`config.mk`:
```
export PLATFORM = sky130hd
export DESIGN_NAME = icache_refill
export DESIGN_NICKNAME = d
export VERILOG_FILES = /design/src/rtl/icache_refill_pkg.sv /design/src/rtl/icache_refill.sv
export SDC_FILE = /design/constraint.sdc
export NUM_CORES = 1
export LEC_CHECK = 0
export ABC_AREA = 1
export CAP_MARGIN = 20
export CELL_PAD_IN_SITES_DETAIL_PLACEMENT = 0
export CELL_PAD_IN_SITES_GLOBAL_PLACEMENT = 1
export CORE_MARGIN = 10
export CORE_UTILIZATION = 44
export CTS_CLUSTER_DIAMETER = 100
export CTS_CLUSTER_SIZE = 28
export DETAILED_ROUTE_END_ITERATION = 16
export PLACE_DENSITY_LB_ADDON = 0.1
export SETUP_SLACK_MARGIN = 0.5
export SYNTH_ARGS = -nofsm -noshare
export SYNTH_HDL_FRONTEND = slang
export SYNTH_SLANG_ARGS = --single-unit
```
`constraint.sdc`:
```
create_clock -name clkIn -period 22.7 [get_ports clkIn]
set_input_delay 6.81 -clock clkIn [delete_from_list [all_inputs] [get_ports clkIn]]
set_output_delay 6.81 -clock clkIn [all_outputs]
set_load 0.01 [all_outputs]
```
`src/rtl/icache_refill_pkg.sv`:
```
// Shared constants and state encoding for the instruction-cache refill engine.
// The cache itself imports the same geometry.
package icache_refill_pkg;

  localparam int unsigned ADDR_WIDTH  = 17;
  localparam int unsigned BLOCK_WIDTH = 4;
  localparam int unsigned BLOCK_SIZE  = 2 ** BLOCK_WIDTH;
  localparam int unsigned CNT_WIDTH   = BLOCK_WIDTH + 1;

  typedef enum logic [1:0] {
    StIdle  = 2'd0,
    StFetch = 2'd1,
    StDone  = 2'd2
  } refillState_e;

endpackage

```
`src/rtl/icache_refill.sv`:
```
// Miss-refill engine: fetches one cache block a byte at a time over the arbitrated
// RAM read port and hands the assembled block to the cache for a single cycle.
module icache_refill
  import icache_refill_pkg::*;
(
  input  logic                              clkIn,
  input  logic                              resetIn,
  input  logic                              reqValidIn,
  input  logic                              missIn,
  input  logic [ADDR_WIDTH-1:0]             missAddrIn,
  input  logic                              flushIn,
  input  logic                              memGrantIn,
  input  logic [7:0]                        ramDataIn,
  output logic                              ramReqOut,
  output logic [ADDR_WIDTH-1:0]             ramAddrOut,
  output logic                              busyOut,
  output logic                              blockValidOut,
  output logic [ADDR_WIDTH-BLOCK_WIDTH-1:0] blockAddrOut,
  output logic [BLOCK_SIZE*8-1:0]           blockDataOut
);

  refillState_e                      state;
  logic [ADDR_WIDTH-BLOCK_WIDTH-1:0] blockAddr;
  logic [CNT_WIDTH-1:0]              issueCnt;
  logic [CNT_WIDTH-1:0]              recvCnt;
  logic                              pending;
  logic [BLOCK_SIZE*8-1:0]           dataBuf;
  logic [BLOCK_SIZE*8-1:0]           assembled;
  logic                              start;
  logic                              accepted;
  logic                              lastByte;
  logic                              unusedOffset;

  assign start      = reqValidIn && missIn && !flushIn;
  assign ramReqOut  = (state == StFetch) && (issueCnt < CNT_WIDTH'(BLOCK_SIZE));
  // Offset comes only from the low counter bits, so addresses never carry out of the block.
  assign ramAddrOut = {blockAddr, issueCnt[BLOCK_WIDTH-1:0]};
  assign accepted   = ramReqOut && memGrantIn;
  assign busyOut    = (state != StIdle);
  assign lastByte   = pending && (recvCnt == CNT_WIDTH'(BLOCK_SIZE - 1));

  assign unusedOffset = ^missAddrIn[BLOCK_WIDTH-1:0];

  always_comb begin
    assembled = dataBuf;
    assembled[{recvCnt[BLOCK_WIDTH-1:0], 3'b000} +: 8] = ramDataIn;
  end

  always_ff @(posedge clkIn or posedge resetIn) begin
    if (resetIn) begin
      state         <= StIdle;
      blockAddr     <= '0;
      issueCnt      <= '0;
      recvCnt       <= '0;
      pending       <= 1'b0;
      dataBuf       <= '0;
      blockValidOut <= 1'b0;
      blockAddrOut  <= '0;
      blockDataOut  <= '0;
    end else begin
      blockValidOut <= 1'b0;
      case (state)
        StIdle: begin
          if (start) begin
            blockAddr <= missAddrIn[ADDR_WIDTH-1:BLOCK_WIDTH];
            issueCnt  <= '0;
            recvCnt   <= '0;
            pending   <= 1'b0;
            state     <= StFetch;
          end
        end
        StFetch: begin
          if (flushIn) begin
            // Partial data stays in dataBuf; the visible block is untouched.
            issueCnt <= '0;
            recvCnt  <= '0;
            pending  <= 1'b0;
            state    <= StIdle;
          end else begin
            pending <= accepted;
            if (accepted) begin
              issueCnt <= issueCnt + 1'b1;
            end
            if (pending) begin
              dataBuf <= assembled;
              recvCnt <= recvCnt + 1'b1;
              if (lastByte) begin
                state         <= StDone;
                blockValidOut <= 1'b1;
                blockAddrOut  <= blockAddr;
                blockDataOut  <= assembled;
              end
            end
          end
        end
        StDone: begin
          state <= StIdle;
        end
        default: begin
          state <= StIdle;
        end
      endcase
    end
  end

endmodule

```
======== After elaboration in Yosys (flattened, before gate mapping) ========
Cells that the tools add are included.
operators by class
  reductions and logical operators ........ 16
  multiplexer cells ....................... 20
  bitwise gates (word level) .............. 1
  magnitude comparators ................... 1
  equality and inequality tests ........... 6
  add/subtract/negate cells ............... 3
  shift operators ......................... 2
operator list
  cell                       number
  $bwmux W128                1
  $shift A8 B9 Y128 const A  1
  $shiftx A8 B9 Y128         1
  $mux W5                    5
  $pmux W5 S2                2
  $reduce_and A3 Y1          4
  $add A5 B1 Y5 const B      2
  $ne A3 B3 Y1 const B       3
  $neg A7 Y9                 1
  $mux W2                    4
  $mux W1                    6
  $eq A5 B4 Y1 const B       1
  $logic_and A1 B1 Y1        5
  $lt A5 B5 Y1 const B       1
  $pmux W2 S2                1
  $reduce_and A2 Y1          2
  $reduce_and A4 Y1          1
  $reduce_bool A2 Y1         2
  $eq A2 B1 Y1 const B       1
  $logic_not A2 Y1           1
  $ne A2 B2 Y1 const B       1
  $pmux W1 S2                1
  $logic_not A1 Y1           1
  $not A1 Y1                 1
word-level totals
  logic and storage cells ................. 58
  input port bits ......................... 31
  flip-flop bits (word level) ............. 296
  output and inout bits ................... 161

======== Longest topological paths before layout ========
Gate-level depths: netlist (run 1).
  depth after elaboration ................. 6
  mapped depth ............................ 12
  gate-level depth less buffers ........... 11

======== Worst setup path after synthesis (run 1) ========
No wires, ideal clock.
  path type ............................... in2reg
  start ................................... input flushIn
  end ..................................... register recvCnt[2]
  stages on the path ...................... 7
  buffers on the path ..................... 0
  path slack .............................. 14.904 ns
  arrival time ............................ 7.713 ns
  required time ........................... 22.617 ns
  cells stage by stage .................... inv_1 > nand3_1 > nor2_1 > nor2_1 > a21oi_1 > nand3_1 > o21ai_0
between the ends
  word-level cells in the longest chain between the ends .. 4
  elaborated cells on any way between the ends .. 7
  those cells by class .................... eq/ne: 2; mux: 2; reduce/logical: 3
RTL lines
  item                         RTL line             source
  start: declaration           icache_refill.sv:11  input logic flushIn,
  $logic_not A1 Y1             icache_refill.sv:34  assign start = reqValidIn && missIn && !flushIn;
  $logic_and A1 B1 Y1          icache_refill.sv:34
  $ne A2 B2 Y1 (no line)       -
  $reduce_and A3 Y1 (no line)  -
  end signal: assignment       icache_refill.sv:86  recvCnt <= recvCnt + 1'b1;
  end: declaration             icache_refill.sv:25  logic [CNT_WIDTH-1:0] recvCnt;
Several ways; a longest one is shown, not always the timed one.
A chain may end at the register's enable or synchronous reset.

======== Worst setup path after layout (run 1) ========
  start ................................... input flushIn
  end ..................................... register blockDataOut[90]
between the ends
  word-level cells in the longest chain between the ends .. 2
RTL lines
  item                         RTL line             source
  $not A1 Y1 (no line)         -
  $reduce_and A4 Y1 (no line)  -
  end signal: assignment       icache_refill.sv:91  blockDataOut <= assembled;
  end: declaration             icache_refill.sv:19  output logic [BLOCK_SIZE*8-1:0] blockDataOut
Every way passes these cells.

==> results of run 1 <==
==> synth_stat cells (all sizes together) <==
cell type / count / area, µm²
nand2: 738 / 2800
nand3: 325 / 1630
dfrtp: 296 / 7410
inv: 175 / 657
buf: 66 / 364
o21ai: 47 / 235
nor2: 39 / 240
o211ai: 32 / 240
clkbuf: 21 / 78.8
ha: 6 / 75.1
nor3b: 3 / 22.5
a21oi: 2 / 10.0
o22ai: 2 / 12.5
xor2: 2 / 17.5
clkinv: 1 / 3.75
mux2i: 1 / 10.0
nor3: 1 / 5.00
==> final timing paths <==
| check | slack (ns) | to |
|---|---|---|
| worst max-delay path | 13.32 | blockDataOut[90]$_DFFE_PP0P_ |
| worst min-delay path | 0.48 | blockAddrOut[1]$_DFFE_PP0P_ |
| min in group asynchronous | 6.82 | blockDataOut[45]$_DFFE_PP0P_ |
| max in group asynchronous | 14.41 | blockDataOut[122]$_DFFE_PP0P_ |
| worst min register to register | 0.48 | blockAddrOut[1]$_DFFE_PP0P_ |
| worst max register to register | 19.12 | blockDataOut[90]$_DFFE_PP0P_ |
==> metal layers <==
metal	share of wire [%]	routed length, µm
met5	0	0
met4	2.5	988
met3	6.6	2620
met2	44	17400
met1	47	18400
==> worst max-delay path: cells and delay by family <==
family	cells	cell delay, ns
compound gates	1	0.34
buf+inv	3	1.99
simple gates	4	0.58
==> final cells by class <==
type	instances	area (µm²)	area share [%]
Multi-Input combinational cell	1198	5290	32.6
Tap cell	396	495	3.06
Timing Repair Buffer	195	1940	12.0
Clock inverter	1	11.3	0.0694
Clock buffer	17	393	2.42
Inverter	176	673	4.15
Sequential cell	296	7410	45.7
==> where the power goes <==
part           switching, µW  internal (µW)  total, µW
Sequential              24.3            581        605
Clock                    173            125        298
Combinational            166           67.6        234
==> metrics by stage <==
step / instance area (µm²) / total power, µW
floorplan: 13800 / 787
global placement: 15800 / 840
detailed placement: 15800 / 847
CTS: 16200 / 1150
global route: 16200 / 1210
finish: 16200 / 1140
==> logic make-up (layout without fill, tap and decap cells) <==
family	after synthesis	after routing	share of synthesized area, %
AOI/OAI and AO/OA	83	83	3.61
DFF	296	296	53.7
muxes	1	1	0.0725
buffers and inverters	263	389	8.00
and+or+nand+nor	1106	1106	34.0
xor gates and xnor gates	2	2	0.127
adders and majority gates	6	6	0.544
==> registers in the layout, indices dropped and copies added, names as in the netlist <==
| signal | flops |
|---|---|
| blockAddrOut | 13 |
| pending | 1 |
| dataBuf | 128 |
| recvCnt | 5 |
| blockValidOut | 1 |
| issueCnt | 5 |
| state | 2 |
| blockDataOut | 128 |
| blockAddr | 13 |
==> impl_metrics.tcl, run 1 <==
set metrics [dict create \
    hpwlAfterDp_um 25600 \
    setup_ws_ns 13.32 \
    clk_path_buf_depth 3 \
    fin_skew_ns 0.0278 \
    startpoint "flushIn" \
    ys_ff_latch 296 \
    die_y_um 197 \
    relSlewSlack_pct 26.9 \
    dp_cells 2261 \
    cp_max_fo 77 \
    synth.avg_cell_area_um2 7.85 \
    n_antenna_cell 0 \
    synth_cells 1757 \
    wl_per_cell_um 17.3 \
    area_delta_synth_final_pct 17.5 \
    portBuffers 187 \
    wirelength_um 39400 \
    grt_start_max_net_pins 182 \
    post_cts_buffers 0 \
    drive_gt1_share_pct 2.87 \
    yosys_warnings 0 \
    fillers 2991 \
    period_share_pct 41.3 \
    drc 0 \
    ir_drop_mv 0.0466 \
    clockRootBuffer "clkbuf_16" \
    hold_class "register to register" \
    p_per_area_nw_per_um2 70.1 \
    critPathCaptureType "register" \
    hold_ws_ns 0.482 \
    cts.clk_slew.worst_paths_ns 0.11 \
    clkSinkCount 296 \
    dieArea_um2 38800 \
    final_common_cell "nand2_1" \
    syn-num-nets 1794 \
    vias 11700 \
    synthDistinctLibCells 27 \
    path_class "input port to register" \
    startpoint_type "input port" \
    finalCriticalPeriod_ns 9.38 \
    initial_core_util_pct 44.9 \
    clk_latency_ns 0.52 \
    drv_slew 0 \
    layout_common_cells "nand2_1, nand3_1, dfrtp_1, clkdlybuf4s50_1, inv_1" \
    hp-start "blockAddrOut[1]$_DFFE_PP0P_" \
    instances_no_fill 2279 \
    rsz0062_at_grt "false" \
    fin_nets 1918 \
    cts.repair.resized 0 \
    overflow 0 \
    grtUsageMet3_pct 4.36 \
    fmax_mhz 107 \
    p_leak_uw 0.00856 \
    rows 64 \
    numCtsBuffers 14 \
    ios 192 \
    crit_chain "clkdlybuf4s50_1, nor2_4, nand2_2, nor2_4, buf_4, buf_4, o211ai_1, nand2_1" \
    yosysSeqAreaShare_pct 53.7 \
    setup-tns-final_ns 0 \
    place_ws_ns 12.80 \
    antenna_found_initial 0 \
    first_global_vias 11400 \
    slowest_delay_ns 0.80 \
    grt_most_used_layer "met2" \
    worstHoldPathCells 2 \
    use_met1_pct 28.5 \
    grt_pass1_wl_um 63900 \
    ant_nets 0 \
    dieWidth_um 197 \
    mappedNetlistArea_um2 13800 \
    cts_hold_buffers 0 \
    finalHoldViolCount 0 \
    cts_tree "done" \
    cts.htree.levels 1 \
    gp_congestion 0.839 \
    cp.arrival_ns 9.83 \
    final-setup-viol-count 0 \
    drtIter0Drc 1211 \
    worst_slew_pin_slew_ns 1.10 \
    fin_util_pct 52.7 \
    dr.pass1.iters 7 \
    outcome "finished, final reports clean" \
    r2r_cells 10 \
    cpMaxStageDelayCell "buf_4" \
    met2_usage_pct 31.0 \
    vias_per_cell 5.12 \
    reg2reg_from "recvCnt[0]$_DFFE_PP0P_" \
    cap_violations 0 \
    coreArea_um2 30700 \
    cp_data_required_time_ns 23.15 \
    grt_use_total_pct 20.3 \
]
Power figures use the tool's default switching activity.
==> inputs of run 2 (changes only) <==
CORE_UTILIZATION = 37   (was 44)
clock period = 7.7 ns   (was 22.7 ns; I/O delays follow)
==> impl_metrics.tcl, run 2 (synthesized netlist as in run 1, its figures left out) <==
set metrics [dict create \
    antenna_found_initial 0 \
    r2r_end "blockDataOut[8]$_DFFE_PP0P_" \
    hpwlAfterDp_um 27200 \
    grt_pass1_wl_um 66400 \
    initial_core_util_pct 37.6 \
    gp_congestion 0.776 \
    finalCriticalPeriod_ns 4.43 \
    place_ws_ns 2.67 \
    fillers 3687 \
    cts_tree "done" \
    portBuffers 187 \
    outcome "finished, final reports clean" \
    vias_per_cell 4.96 \
    final-setup-viol-count 0 \
    first_global_vias 11200 \
    finalHoldViolCount 0 \
    drive_gt1_share_pct 3.33 \
    ir_drop_mv 0.135 \
    r2r_setup_slack_ns 4.50 \
    coreArea_um2 36700 \
    final_area_um2 16400 \
    period_share_pct 57.6 \
    worstSetupEndpoint "dataBuf[109]$_DFFE_PP0P_" \
    cts_hold_buffers 0 \
    post_cts_buffers 0 \
    r2r_cells 9 \
    hold_class "register to register" \
    cp.arrival_ns 4.87 \
    place_area_um2 15900 \
    fmax_mhz 226 \
    cp_max_fo 102 \
    dr.pass1.iters 6 \
    clk_path_buf_depth 3 \
    instances_no_fill 2359 \
    ios 192 \
    overflow 0 \
    n_antenna_cell 0 \
    cpMaxStageDelayCell "inv_4" \
    startpoint "flushIn" \
    top_layer_used "met4" \
    rsz0062_at_grt "false" \
    cap_violations 0 \
    p_leak_uw 0.00861 \
    clockRootBuffer "clkbuf_16" \
    grt_use_total_pct 18.5 \
    critPathCaptureType "register" \
    dieArea_um2 45400 \
    reg2reg_from "recvCnt[0]$_DFFE_PP0P_" \
    ant_nets 0 \
    clk_latency_ns 0.52 \
    final_common_cell "nand2_1" \
    dieWidth_um 213 \
    fin_nets 1922 \
    wl_met2_um 19300 \
    drv_slew 0 \
    layout_common_cells "nand2_1, nand3_1, dfrtp_1, clkdlybuf4s50_1, inv_1" \
    m1WireLength_um 20000 \
    vias 11700 \
    clkSinkCount 296 \
    wirelength_um 42100 \
    crit_chain "clkdlybuf4s50_1, nor2_4, nand2_4, inv_4, buf_12, nand3_1, o21ai_0" \
    cp_data_required_time_ns 8.13 \
    reg_top3 "blockDataOut x128, dataBuf x128" \
    routed-wl-met3_um 2170 \
    numCtsBuffers 15 \
    worst_slew_pin_slew_ns 0.946 \
    die_y_um 213 \
    setup_ws_ns 3.27 \
    p_per_area_nw_per_um2 209 \
    drtIter0Drc 894 \
    dp_cells 2336 \
    relSlewSlack_pct 36.9 \
    rows 70 \
    drc 0 \
    slowest_delay_ns 0.65 \
    fin_skew_ns 0.0161 \
    wl_per_cell_um 17.8 \
    cts.clk_slew.worst_paths_ns 0.11 \
    hp-start "blockAddrOut[4]$_DFFE_PP0P_" \
    grt_start_max_net_pins 143 \
    setup-tns-final_ns 0 \
    power_uw 3440 \
    startpoint_type "input port" \
    area_delta_synth_final_pct 18.9 \
    cts.htree.levels 1 \
    cts.repair.resized 0 \
    path_class "input port to register" \
]
run 2: cell type report:
type	instances	area (µm²)	share of cell area (%)
repair buffers	198	1990	12.1
clock buffers	16	389	2.37
clock inverters	7	77.6	0.473
flip-flops and latches	296	7410	45.1
inverters	176	669	4.08
multi-input cells	1198	5300	32.3
well taps	468	586	3.57
run 2: metal layers:
layer / global-route usage (%) / up-vias
met5: 0 / -
met4: 3.30 / 0
met3: 2.60 / 29
met2: 29.5 / 232
met1: 26.3 / 5656
li1: - / 5781
run 2: critical path, delay by kind of cell:
family	cells	cell delay, ns
AO/OA/AOI/OAI	1	0.10
buffers and inverters	3	1.66
AND/OR/NAND/NOR	3	0.65
run 2: report_power, final:
group,switching [µW],internal (µW),total [µW]
Combinational,499,200,699
Sequential,70.9,1710,1780
Clock,543,412,955
Total,1110,2330,3440
run 2: worst min-delay path by stage:
stage | to | slack, ns | depth (start not counted)
global route | dataBuf[39]$_DFFE_PP0P_ | 0.51 | 2
CTS | blockAddrOut[2]$_DFFE_PP0P_ | 0.48 | 2
finish | blockAddrOut[4]$_DFFE_PP0P_ | 0.48 | 2
floorplan | dataBuf[40]$_DFFE_PP0P_ | 0.45 | 2
global placement | blockAddrOut[1]$_DFFE_PP0P_ | 0.46 | 2
detailed placement | blockAddrOut[2]$_DFFE_PP0P_ | 0.46 | 2
run 2: per-stage QoR:
| step | hold WS, ns | util [%] |
|---|---|---|
| finish | 0.480 | 44.7 |
| CTS | 0.484 | 44.7 |
| global placement | 0.455 | 43.4 |
| global route | 0.506 | 44.7 |
| detailed placement | 0.458 | 43.5 |
| floorplan | 0.449 | - |
==> edit, RTL diff (config.mk and constraints of run 1) <==
Reset style: synchronous (`resetIn`), changed in one clocked block.
--- a/src/rtl/icache_refill.sv
+++ b/src/rtl/icache_refill.sv
@@ -48,3 +48,3 @@
 
-  always_ff @(posedge clkIn or posedge resetIn) begin
+  always_ff @(posedge clkIn) begin
     if (resetIn) begin
Function: differs if resetIn is asserted again (counterexample within 4 cycles, from zero or initial values and one cycle with resetIn high); with resetIn held inactive, the same outputs for 4 cycles.
==> edit against run 1 <==
Worst setup slack got worse by 820 ps. Final area fell by 3.9%. Sequential cell count did not move. Cell count rose by 9.0%. Hold slack got worse by 13 ps. Area after synthesis fell by 3.7%. Count of clock-buffer cells in the layout fell by 1. Routed wire length fell by 1.2%. Core utilization fell by 0.32 points. Die area fell by 3.4%. Largest cell class is now multi-input combinational cells.
Power is not compared: it rests on default switching activity, and its combinational part moved more than twofold at a synthesized area within 25%.
==> edit: results (changes against run 1) <==
status=finished clean (unchanged); Post-Synth XOR/XNOR Area=0.0659% (was 0.127%); hold endpoint=recvCnt[4]$_SDFFE_PP0P_ (was blockAddrOut[1]$_DFFE_PP0P_); number of clock-tree buffers in the layout=16 (was 17); Final Power=847 uW; Seq/total area=38.0% (was 45.7%); mux share of post-synthesis cell area=0% (was 0.0725%); critical path data arrival time=10610 ps (was 9830 ps); Multi-input comb cells=1396 (was 1198); Vias/cell=5.09 (was 5.12); most used flip-flop cell after synthesis=dfxtp_1 (was dfrtp_1); DP HPWL=25.3 mm (was 25.6 mm); met1 GRT Util=27.1% (was 28.5%); Tot GR Track Use=19.5% (was 20.3%); clk_skew=16.8 ps (was 27.8 ps); Final Wtd Congestion=0.839 (about the same); FFs w/ async S/R, synth=0% (was 100%); post-synthesis compound-gate area fraction=8.67% (was 3.61%); Multi-input gate area=6090 um^2 (was 5290 um^2); Synth Instances=2007 (was 1757); Non-clk invs=183 (was 176); WL met3=2.75 mm (was 2.62 mm); met2 usage=31.3% (was 31.0%); synth top area cells=dfxtp_1 45%, nand2_1 13%, nor2_1 12%, nand3_1 9.5%, inv_1 5.0% (was dfrtp_1 54%, nand2_1 20%, nand3_1 12%, inv_1 4.5%, buf_2 1.7%); clock network area share=2.59% (was 2.49%); Reg-to-Reg End=blockDataOut[92]$_SDFFE_PP0P_ (was blockDataOut[90]$_DFFE_PP0P_); first-pass GRT wire length=62.4 mm (was 63.9 mm); worst hold start=recvCnt[4]$_SDFFE_PP0P_ (was blockAddrOut[1]$_DFFE_PP0P_); die width=194 um (was 197 um); largest net degree at the start of global routing=110 (was 182); reg2reg setup slack=18210 ps (was 19120 ps); Least-Margin Pin Slew=1120 ps (was 1100 ps); GRT met3 Usage=4.10% (was 4.36%); layout cell share with drive strength beyond 1=2.63% (was 2.87%); Data buffer area share=12.7% (was 12.0%); Final Net Count=2129 (was 1918); Reg2Reg Depth=12 (was 10); final non-filler cell total=2484 (was 2279); worst hold slack=469 ps (was 482 ps); Yosys cell types=28 (was 27); first-pass iteration count of the detailed router=6 (was 7); drt initial violations=1065 (was 1211); dominant kind of cell=multi-input combinational cells (was flip-flops and latches); drt total wl=38.9 mm (was 39.4 mm); DP Area=15200 um^2 (was 15800 um^2); CP max FO=95 (was 77); post-synthesis sequential area ratio=44.6% (was 53.7%); Synth Area in Adders=0.565% (was 0.544%); Fillers=3033 (was 2991)
## edit: cell count changes after synthesis, moves of 52 or more
cell and change:
a21oi_1 +74, clkbuf_1 +52, dfrtp_1 -296, dfxtp_1 +296, nand2_1 -269, nand3_1 -73, nor2_1 +380, o21ai_0 +76
## edit: cell families (layout without fill, tap and decap cells)
logic type,count (synthesis),after routing
compound gates,220,220
xor+xnor,1,1
fa+ha+maj,6,6
buf+inv,315,402
flops,296,296
simple gates,1169,1169
## edit: stage by stage
step | util (%) | worst slack (ps)
finish | 52.4 | 12500
floorplan | - | 14720
global route | 52.4 | 12200
CTS | 52.4 | 12470
detailed placement | 51.1 | 11930
global placement | 51.1 | 11940
## edit: critical path: stages
cell and delay, ps:
clkdlybuf4s50_1 510, nor2_2 270, inv_1 150, nor2_4 120, buf_4 490, buf_4 900, buf_4 830, nand3_1 250
o211ai_1 140, inv_1 70
